File: src/rtl/pipe_ctrl_pkg.sv
// Shared definitions for the pipeline sequencing controller: FSM state
// encodings, the hard-wired zero register index and a small state helper.
package pipe_ctrl_pkg;

  typedef enum logic [1:0] {
    ST_RUN   = 2'd0,
    ST_IWAIT = 2'd1,
    ST_DWAIT = 2'd2,
    ST_HALT  = 2'd3
  } ctrl_state_e;

  localparam logic [4:0] REG_ZERO = 5'd0;

  // True while the pipeline is frozen waiting on a memory.
  function automatic logic is_wait(input ctrl_state_e s);
    return (s == ST_IWAIT) || (s == ST_DWAIT);
  endfunction

endpackage

File: src/rtl/pipe_ctrl_if.sv
// Handshake/bus bundle between the pipeline sequencing controller (master)
// and the CPU datapath / memories (slave).
interface pipe_ctrl_if #(
  parameter int unsigned PERF_W = 32
);
  // Memory handshakes
  logic              im_ready;
  logic              im_req;
  logic              mem_dm_read;
  logic              mem_dm_write;
  logic              dm_ready;
  // Hazard-relevant stage fields
  logic              ex_dm_read;
  logic [4:0]        ex_write_reg_addr;
  logic [4:0]        id_ra_addr;
  logic [4:0]        id_rt_addr;
  logic              id_uses_rt;
  logic              branch_taken;
  // Debug control
  logic              halt_req;
  logic              resume;
  // Pipeline-register controls and status
  logic              enable_regwalls;
  logic              do_hazard;
  logic              do_flush_REG1;
  logic              pc_write;
  logic [1:0]        ctrl_state;
  logic              bus_error;
  logic [PERF_W-1:0] stall_cnt;
  logic [PERF_W-1:0] hazard_cnt;
  logic [PERF_W-1:0] flush_cnt;

  modport master (
    input  im_ready, mem_dm_read, mem_dm_write, dm_ready,
    input  ex_dm_read, ex_write_reg_addr, id_ra_addr, id_rt_addr, id_uses_rt,
    input  branch_taken, halt_req, resume,
    output im_req, enable_regwalls, do_hazard, do_flush_REG1, pc_write,
    output ctrl_state, bus_error, stall_cnt, hazard_cnt, flush_cnt
  );

  modport slave (
    output im_ready, mem_dm_read, mem_dm_write, dm_ready,
    output ex_dm_read, ex_write_reg_addr, id_ra_addr, id_rt_addr, id_uses_rt,
    output branch_taken, halt_req, resume,
    input  im_req, enable_regwalls, do_hazard, do_flush_REG1, pc_write,
    input  ctrl_state, bus_error, stall_cnt, hazard_cnt, flush_cnt
  );

endinterface

File: src/rtl/pipe_hazard_detect.sv
// Load-use hazard compare between the EX-stage load destination and the
// ID-stage sources. Purely combinational; state gating is done by the caller.
module pipe_hazard_detect
  import pipe_ctrl_pkg::*;
(
  input  logic       i_ex_dm_read,
  input  logic [4:0] i_ex_write_reg_addr,
  input  logic [4:0] i_id_ra_addr,
  input  logic [4:0] i_id_rt_addr,
  input  logic       i_id_uses_rt,
  output logic       o_hazard
);

  logic w_ra_match;
  logic w_rt_match;

  // r0 is hard-wired to zero, so a load targeting it never creates a dependency.
  always_comb begin
    w_ra_match = (i_ex_write_reg_addr == i_id_ra_addr);
    w_rt_match = i_id_uses_rt && (i_ex_write_reg_addr == i_id_rt_addr);
    o_hazard   = i_ex_dm_read && (i_ex_write_reg_addr != REG_ZERO) && (w_ra_match || w_rt_match);
  end

endmodule

File: src/rtl/pipe_ctrl.sv
// Pipeline sequencing controller for the 5-stage CPU: global advance enable,
// load-use bubble, IF/ID flush, memory-wait stall with watchdog, debug halt.
// State updates on the falling clock edge, matching the pipeline registers.
// Optional performance counters are built when PIPE_PERF_CNT_EN is defined.
module pipe_ctrl
  import pipe_ctrl_pkg::*;
#(
  parameter int unsigned WAIT_W      = 8,
  parameter int unsigned MEM_TIMEOUT = 255,
  parameter int unsigned PERF_W      = 32
) (
  input  logic        clock,
  input  logic        reset,
  pipe_ctrl_if.master bus
);

  ctrl_state_e       r_state;
  logic [WAIT_W-1:0] r_wait_cnt;
  logic              r_bus_error;

  logic w_not_halt;
  logic w_dm_busy;
  logic w_go;
  logic w_hazard_raw;
  logic w_hazard;
  logic w_flush;
  logic w_timeout;

  pipe_hazard_detect u_hazard (
    .i_ex_dm_read       (bus.ex_dm_read),
    .i_ex_write_reg_addr(bus.ex_write_reg_addr),
    .i_id_ra_addr       (bus.id_ra_addr),
    .i_id_rt_addr       (bus.id_rt_addr),
    .i_id_uses_rt       (bus.id_uses_rt),
    .o_hazard           (w_hazard_raw)
  );

  // Advance / hazard / flush decode; hazard wins over a branch flush so the
  // branch re-resolves after the bubble.
  always_comb begin
    w_not_halt = (r_state != ST_HALT);
    w_dm_busy  = (bus.mem_dm_read || bus.mem_dm_write) && !bus.dm_ready;
    w_go       = w_not_halt && bus.im_ready && !w_dm_busy;
    w_hazard   = w_hazard_raw && w_not_halt;
    w_flush    = bus.branch_taken && !w_hazard && w_not_halt;
    w_timeout  = (r_wait_cnt == WAIT_W'(MEM_TIMEOUT));
  end

  // Outputs held at their idle values while reset is asserted.
  always_comb begin
    bus.enable_regwalls = !reset && w_go;
    bus.do_hazard       = !reset && w_hazard;
    bus.do_flush_REG1   = !reset && w_flush;
    bus.pc_write        = !reset && w_go && !w_hazard;
    bus.im_req          = reset || w_not_halt;
    bus.ctrl_state      = reset ? ST_RUN : r_state;
    bus.bus_error       = r_bus_error;
  end

  // Sequencing FSM with memory-wait watchdog; bus_error is sticky until reset.
  always_ff @(negedge clock) begin
    if (reset) begin
      r_state     <= ST_RUN;
      r_wait_cnt  <= '0;
      r_bus_error <= 1'b0;
    end else begin
      case (r_state)
        ST_RUN: begin
          r_wait_cnt <= '0;
          if (bus.halt_req && w_go) begin
            r_state <= ST_HALT;
          end else if (w_dm_busy) begin
            r_state <= ST_DWAIT;
          end else if (!bus.im_ready) begin
            r_state <= ST_IWAIT;
          end
        end
        ST_IWAIT, ST_DWAIT: begin
          // Counter keeps running across IWAIT<->DWAIT re-targets.
          r_wait_cnt <= r_wait_cnt + 1'b1;
          if (w_go) begin
            r_state <= bus.halt_req ? ST_HALT : ST_RUN;
          end else if (w_timeout) begin
            r_bus_error <= 1'b1;
            r_state     <= ST_HALT;
          end else begin
            r_state <= w_dm_busy ? ST_DWAIT : ST_IWAIT;
          end
        end
        ST_HALT: begin
          r_wait_cnt <= '0;
          if (bus.resume && !bus.halt_req && !r_bus_error) begin
            r_state <= ST_RUN;
          end
        end
        default: begin
          r_state    <= ST_RUN;
          r_wait_cnt <= '0;
        end
      endcase
    end
  end

`ifdef PIPE_PERF_CNT_EN
  localparam logic [PERF_W-1:0] PERF_MAX = '1;

  logic [PERF_W-1:0] r_stall_cnt;
  logic [PERF_W-1:0] r_hazard_cnt;
  logic [PERF_W-1:0] r_flush_cnt;

  // Saturating event counters; all frozen while halted.
  always_ff @(negedge clock) begin
    if (reset) begin
      r_stall_cnt  <= '0;
      r_hazard_cnt <= '0;
      r_flush_cnt  <= '0;
    end else if (w_not_halt) begin
      if (is_wait(r_state) && (r_stall_cnt != PERF_MAX)) begin
        r_stall_cnt <= r_stall_cnt + 1'b1;
      end
      if (w_hazard && w_go && (r_hazard_cnt != PERF_MAX)) begin
        r_hazard_cnt <= r_hazard_cnt + 1'b1;
      end
      if (w_flush && w_go && (r_flush_cnt != PERF_MAX)) begin
        r_flush_cnt <= r_flush_cnt + 1'b1;
      end
    end
  end

  assign bus.stall_cnt  = r_stall_cnt;
  assign bus.hazard_cnt = r_hazard_cnt;
  assign bus.flush_cnt  = r_flush_cnt;
`else
  assign bus.stall_cnt  = {PERF_W{1'b0}};
  assign bus.hazard_cnt = {PERF_W{1'b0}};
  assign bus.flush_cnt  = {PERF_W{1'b0}};
`endif

endmodule

File: src/flat_wrapper.sv
// flat-port wrapper written by rule: the top's interface ports become plain ports
module pipe_ctrl_flat import pipe_ctrl_pkg::*;
#(
  parameter int unsigned WAIT_W      = 8,
  parameter int unsigned MEM_TIMEOUT = 255,
  parameter int unsigned PERF_W      = 32
)
  (clock, reset, bus_im_ready, bus_mem_dm_read, bus_mem_dm_write, bus_dm_ready, bus_ex_dm_read, bus_ex_write_reg_addr, bus_id_ra_addr, bus_id_rt_addr, bus_id_uses_rt, bus_branch_taken, bus_halt_req, bus_resume, bus_im_req, bus_enable_regwalls, bus_do_hazard, bus_do_flush_REG1, bus_pc_write, bus_ctrl_state, bus_bus_error, bus_stall_cnt, bus_hazard_cnt, bus_flush_cnt);
  pipe_ctrl_if #(.PERF_W(PERF_W)) bus_i ();
  input  logic clock;
  input  logic reset;
  input wire logic [$bits(bus_i.im_ready)-1:0] bus_im_ready;
  input wire logic [$bits(bus_i.mem_dm_read)-1:0] bus_mem_dm_read;
  input wire logic [$bits(bus_i.mem_dm_write)-1:0] bus_mem_dm_write;
  input wire logic [$bits(bus_i.dm_ready)-1:0] bus_dm_ready;
  input wire logic [$bits(bus_i.ex_dm_read)-1:0] bus_ex_dm_read;
  input wire logic [$bits(bus_i.ex_write_reg_addr)-1:0] bus_ex_write_reg_addr;
  input wire logic [$bits(bus_i.id_ra_addr)-1:0] bus_id_ra_addr;
  input wire logic [$bits(bus_i.id_rt_addr)-1:0] bus_id_rt_addr;
  input wire logic [$bits(bus_i.id_uses_rt)-1:0] bus_id_uses_rt;
  input wire logic [$bits(bus_i.branch_taken)-1:0] bus_branch_taken;
  input wire logic [$bits(bus_i.halt_req)-1:0] bus_halt_req;
  input wire logic [$bits(bus_i.resume)-1:0] bus_resume;
  output wire logic [$bits(bus_i.im_req)-1:0] bus_im_req;
  output wire logic [$bits(bus_i.enable_regwalls)-1:0] bus_enable_regwalls;
  output wire logic [$bits(bus_i.do_hazard)-1:0] bus_do_hazard;
  output wire logic [$bits(bus_i.do_flush_REG1)-1:0] bus_do_flush_REG1;
  output wire logic [$bits(bus_i.pc_write)-1:0] bus_pc_write;
  output wire logic [$bits(bus_i.ctrl_state)-1:0] bus_ctrl_state;
  output wire logic [$bits(bus_i.bus_error)-1:0] bus_bus_error;
  output wire logic [$bits(bus_i.stall_cnt)-1:0] bus_stall_cnt;
  output wire logic [$bits(bus_i.hazard_cnt)-1:0] bus_hazard_cnt;
  output wire logic [$bits(bus_i.flush_cnt)-1:0] bus_flush_cnt;
  assign bus_i.im_ready = bus_im_ready;
  assign bus_i.mem_dm_read = bus_mem_dm_read;
  assign bus_i.mem_dm_write = bus_mem_dm_write;
  assign bus_i.dm_ready = bus_dm_ready;
  assign bus_i.ex_dm_read = bus_ex_dm_read;
  assign bus_i.ex_write_reg_addr = bus_ex_write_reg_addr;
  assign bus_i.id_ra_addr = bus_id_ra_addr;
  assign bus_i.id_rt_addr = bus_id_rt_addr;
  assign bus_i.id_uses_rt = bus_id_uses_rt;
  assign bus_i.branch_taken = bus_branch_taken;
  assign bus_i.halt_req = bus_halt_req;
  assign bus_i.resume = bus_resume;
  assign bus_im_req = bus_i.im_req;
  assign bus_enable_regwalls = bus_i.enable_regwalls;
  assign bus_do_hazard = bus_i.do_hazard;
  assign bus_do_flush_REG1 = bus_i.do_flush_REG1;
  assign bus_pc_write = bus_i.pc_write;
  assign bus_ctrl_state = bus_i.ctrl_state;
  assign bus_bus_error = bus_i.bus_error;
  assign bus_stall_cnt = bus_i.stall_cnt;
  assign bus_hazard_cnt = bus_i.hazard_cnt;
  assign bus_flush_cnt = bus_i.flush_cnt;
  pipe_ctrl #(.WAIT_W(WAIT_W), .MEM_TIMEOUT(MEM_TIMEOUT), .PERF_W(PERF_W)) u_core (.clock(clock), .reset(reset), .bus(bus_i));
endmodule
File: config.mk
export PLATFORM = sky130hd
export DESIGN_NAME = pipe_ctrl_flat
export DESIGN_NICKNAME = d
export VERILOG_FILES = /design/src/rtl/pipe_ctrl_pkg.sv /design/src/rtl/pipe_ctrl_if.sv /design/src/rtl/pipe_hazard_detect.sv /design/src/rtl/pipe_ctrl.sv /design/src/flat_wrapper.sv
export SDC_FILE = /design/constraint.sdc
export NUM_CORES = 1
export LEC_CHECK = 0
export ABC_AREA = 1
export CORE_UTILIZATION = 30
export DETAILED_ROUTE_END_ITERATION = 10
export GPL_TIMING_DRIVEN = 1
export PLACE_DENSITY = 0.83
export REMOVE_ABC_BUFFERS = 1
export SYNTH_ARGS = -nofsm -noshare
export SYNTH_HDL_FRONTEND = slang
export SYNTH_HIERARCHICAL = 1
export SYNTH_SLANG_ARGS = --single-unit
File: constraint.sdc
create_clock -name clock -period 1.4 [get_ports clock]
set_clock_uncertainty 0.2 [all_clocks]
set_input_delay 0.28 -clock clock [delete_from_list [all_inputs] [get_ports clock]]
set_output_delay 0.28 -clock clock [all_outputs]
set_load 0.02 [all_outputs]
Word-level counts from Yosys, hierarchy flattened
Index checks and enable logic that the tools add are counted.
{"block": "word_totals", "ff_bits": 11, "out_inout_bits": 104}
{"block": "op_classes", "n_addsub": 1, "n_eq_ne": 9, "mux": 11, "bitwise": 1, "n_reduce_logical": 31}
{"cell": "$mux W2", "count": 9}
{"cell": "$logic_and A1 B1 Y1", "count": 16}
{"cell": "$pmux W8 S2", "count": 1}
{"cell": "$eq A5 B5 Y1", "count": 2}
{"cell": "$add A8 B1 Y8 const B", "count": 1}
{"cell": "$eq A8 B8 Y1 const B", "count": 1}
{"cell": "$logic_not A1 Y1", "count": 6}
{"cell": "$pmux W2 S3", "count": 1}
{"cell": "$reduce_bool A5 Y1", "count": 1}
{"cell": "$eq A2 B2 Y1 const B", "count": 2}
{"cell": "$ne A4 B2 Y1 const B", "count": 1}
{"cell": "$reduce_or A2 Y1", "count": 2}
{"cell": "$logic_or A1 B1 Y1", "count": 3}
{"cell": "$reduce_and A3 Y1", "count": 1}
{"cell": "$eq A2 B1 Y1 const B", "count": 1}
{"cell": "$logic_not A2 Y1", "count": 1}
{"cell": "$ne A2 B1 Y1 const B", "count": 1}
{"cell": "$ne A2 B2 Y1 const B", "count": 1}
{"cell": "$reduce_and A2 Y1", "count": 1}
{"cell": "$not A1 Y1", "count": 1}

Depth between registers and ports, before layout
{"block": "logic_depth", "word_depth": 9, "mapped_depth": 9, "ltp_nobuf": 9}

By module
The synthesis kept the hierarchy.
{"mod": "pipe_ctrl", "instances": 1, "cells_each": 206, "area_each_um2": 1431.4}
{"mod": "pipe_hazard_detect", "instances": 1, "cells_each": 52, "area_each_um2": 206.4}

==> out/results.tsv <==
metric	value	unit
vias after detailed routing	1396	
Yosys cell types	20	
worst skew pair latency	0.31	ns
I/O pin count	130	
drt drc	0	
remaining global-route overflow	0	
# clock sinks	11	
first-pass GRT wire length	4.49	mm
Worst Hold Class	reg2reg	
RSZ-0062 raised after global routing	true	
CTS H-Tree Depth	1	
Die ar.	5760	um2
GRT Total Usage	10.1	%
maximum vdd ir drop	0.000607	V
ANT nets after route	0	
Inst Count DP	371	
Overall Power	0.00170	W
most frequent cells in the layout	conb_1, nand2_1, inv_1	
diodes inserted	0	
Reg2Reg Depth	9	
CTS tree	built	
Slowest cell on crit path	dfxtp_2	
clock transition at the registers of the reported paths	0.03	ns
Required @ worst endpoint	0.92	ns
TritonRoute pass-1 iters	4	
Mapped Area	1640	um2
Reg2Reg Setup Slack	-0.25	ns
# rows	26	
area grow syn2layout	24.1	%
Setup crit start kind	flip-flop	
status	finished with violations	
DP HPWL	2.52	mm
FF-to-FF Start	u_core/r_state[1]$_SDFFE_NP0P_	
vias per cell	3.60	
CTS Buffer Depth	2	
share of cells above drive strength 1	23.6	%
core area	5170	um2
GP Congestion	0.811	
slowest stage delay, CP	0.33	ns
largest net degree at the start of global routing	7	
DRT iter0 DRCs	45	
power per cell area	837	nW/um2
routed len/inst	8.01	um
Initial Utilization	31.7	%
crit path DAT	1.98	ns
worst-case hold path end point	u_core/r_wait_cnt[5]$_SDFF_NP0_	
vias in the first global route	1148	
sequential fraction of the synthesis area	13.4	%
Setup Viol. Count Final	19	
Fillers	554	
final hold vios	0	
violated checks	negative setup slack	
Port Buffers	33	
Crit Path Class	reg2out	
Die Y	75.9	um
fin util	39.3	%
TritonCTS buffer count	3	
number of max-cap violations	0	
CTS Root Buffer Type	clkbuf_8	
WHS Path Cells	1	
Detailed Route WL	3.11	mm
CP Max Fanout	3	
final worst setup slack	-1.06	ns
antenna violations before repair	0	
fin. max-slew vios	0	
leakage power	1.15	nW
Die W	75.9	um
hold wc startpoint	u_core/r_wait_cnt[5]$_SDFF_NP0_	
# nets final	349	
synth warn	6	
Hold Buf Count CTS	0	
commonest non-fill, non-tap cell in the layout	conb_1	
cells after synthesis	258	
crit path cell chain	ha_4 > buf_6 > nor2_4 > inv_2 > nor2_1 > buf_4	
worst r2r dst	u_core/r_state[1]$_SDFFE_NP0P_	
Critical Path Sink Type	output port	
Seq cells post-synth	11	
syn_area_per_cell	6.35	um2
non-filler cells, final	388	
cell families after synthesis:
logic type	share of synthesized area, %
AO/OA/AOI/OAI	5.73
XOR/XNOR	0.535
adder cells (fa/ha/maj)	3.06
buffers and inverters	52.0
flip-flops	13.4
other	0.229
AND/OR/NAND/NOR	25.0
through the flow:
| step | worst slack, ns | area, um2 | TNS [ns] | hold slack (ns) |
|---|---|---|---|---|
| 2_1_floorplan | -1.05 | 1270 | -8.92 | 0.218 |
| 3_3_place_gp | -1.29 | 1770 | -19.97 | 0.255 |
| 3_5_place_dp | -1.32 | 1770 | -20.31 | 0.266 |
| 4_1_cts | -1.08 | 1940 | -10.80 | 0.277 |
| 5_1_grt | -1.10 | 2030 | -11.60 | 0.314 |
| 6_report | -1.06 | 2030 | -10.92 | 0.285 |
timing repair:
action	in CTS	in global routing
pin swaps	16	17
setup buffers	3	1
gates resized for setup	98	27
endpoints found under the setup margin	19	19
sequential cells by signal, indices dropped and copies added (netlist names):
signal	flops
u_core/bus.bus_error	1
u_core/r_wait_cnt	8
u_core/r_state	2
worst max-delay path by stage:
stage	start	endpoint	cells after the start
after floorplan	u_core/r_state[0]$_SDFFE_NP0P_	bus_pc_write	4
after global placement	bus_ex_write_reg_addr[4]	bus_do_hazard	10
after detailed placement	u_core/r_state[0]$_SDFFE_NP0P_	bus_do_flush_REG1	6
after CTS	u_core/r_state[1]$_SDFFE_NP0P_	bus_do_flush_REG1	6
after global routing	u_core/r_state[1]$_SDFFE_NP0P_	bus_do_flush_REG1	6
final	u_core/r_state[1]$_SDFFE_NP0P_	bus_do_flush_REG1	6
critical path, delay by kind of cell, from the launching register on:
kind	cells	cell delay, ns
flops	1	0.33
fa+ha+maj	1	0.17
buf+inv	3	0.32
simple gates	2	0.17
where the power goes:
group,internal (W),leakage (nW),switching (W)
Combinational,0.000311,0.970,0.000590
Clock,0.000235,0.0855,0.000192
Sequential,0.000350,0.0904,0.0000244
cell type report:
class | instances | area (um2) | share of cell area [%]
Clock buffer | 3 | 41.3 | 2.03
Inverter | 34 | 130 | 6.40
Timing Repair Buffer | 47 | 454 | 22.3
Multi-Input combinational cell | 211 | 1050 | 51.7
Tap cell | 70 | 87.6 | 4.31
Sequential cell | 11 | 224 | 11.0
Clock inverter | 12 | 45.0 | 2.22
metal layers:
metal	global-route usage (%)	part of all wire [%]
met4	4.32	2.2
met1	9.72	35
met5	0	0
met2	20.5	56
met3	1.98	7.5
synthesized netlist by cell type:
library cell,count,share of area [%]
a21oi_1,7,2.1
nor3b_2,1,0.76
buf_4,96,44
ha_1,4,3.1
o21ai_4,1,0.99
nand4_1,1,0.38
nor3_1,1,0.31
xnor2_1,1,0.53
conb_1,1,0.23
inv_1,30,6.9
a211oi_2,1,0.76
nand3_1,11,3.4
nand2_1,44,10
o21ai_0,6,1.8
inv_2,5,1.1
dfxtp_1,11,13
nand3_2,1,0.61
nand2_2,2,0.76
nor2_2,6,2.3
nor2_1,28,6.4
(Power assumes the default switching activity.)
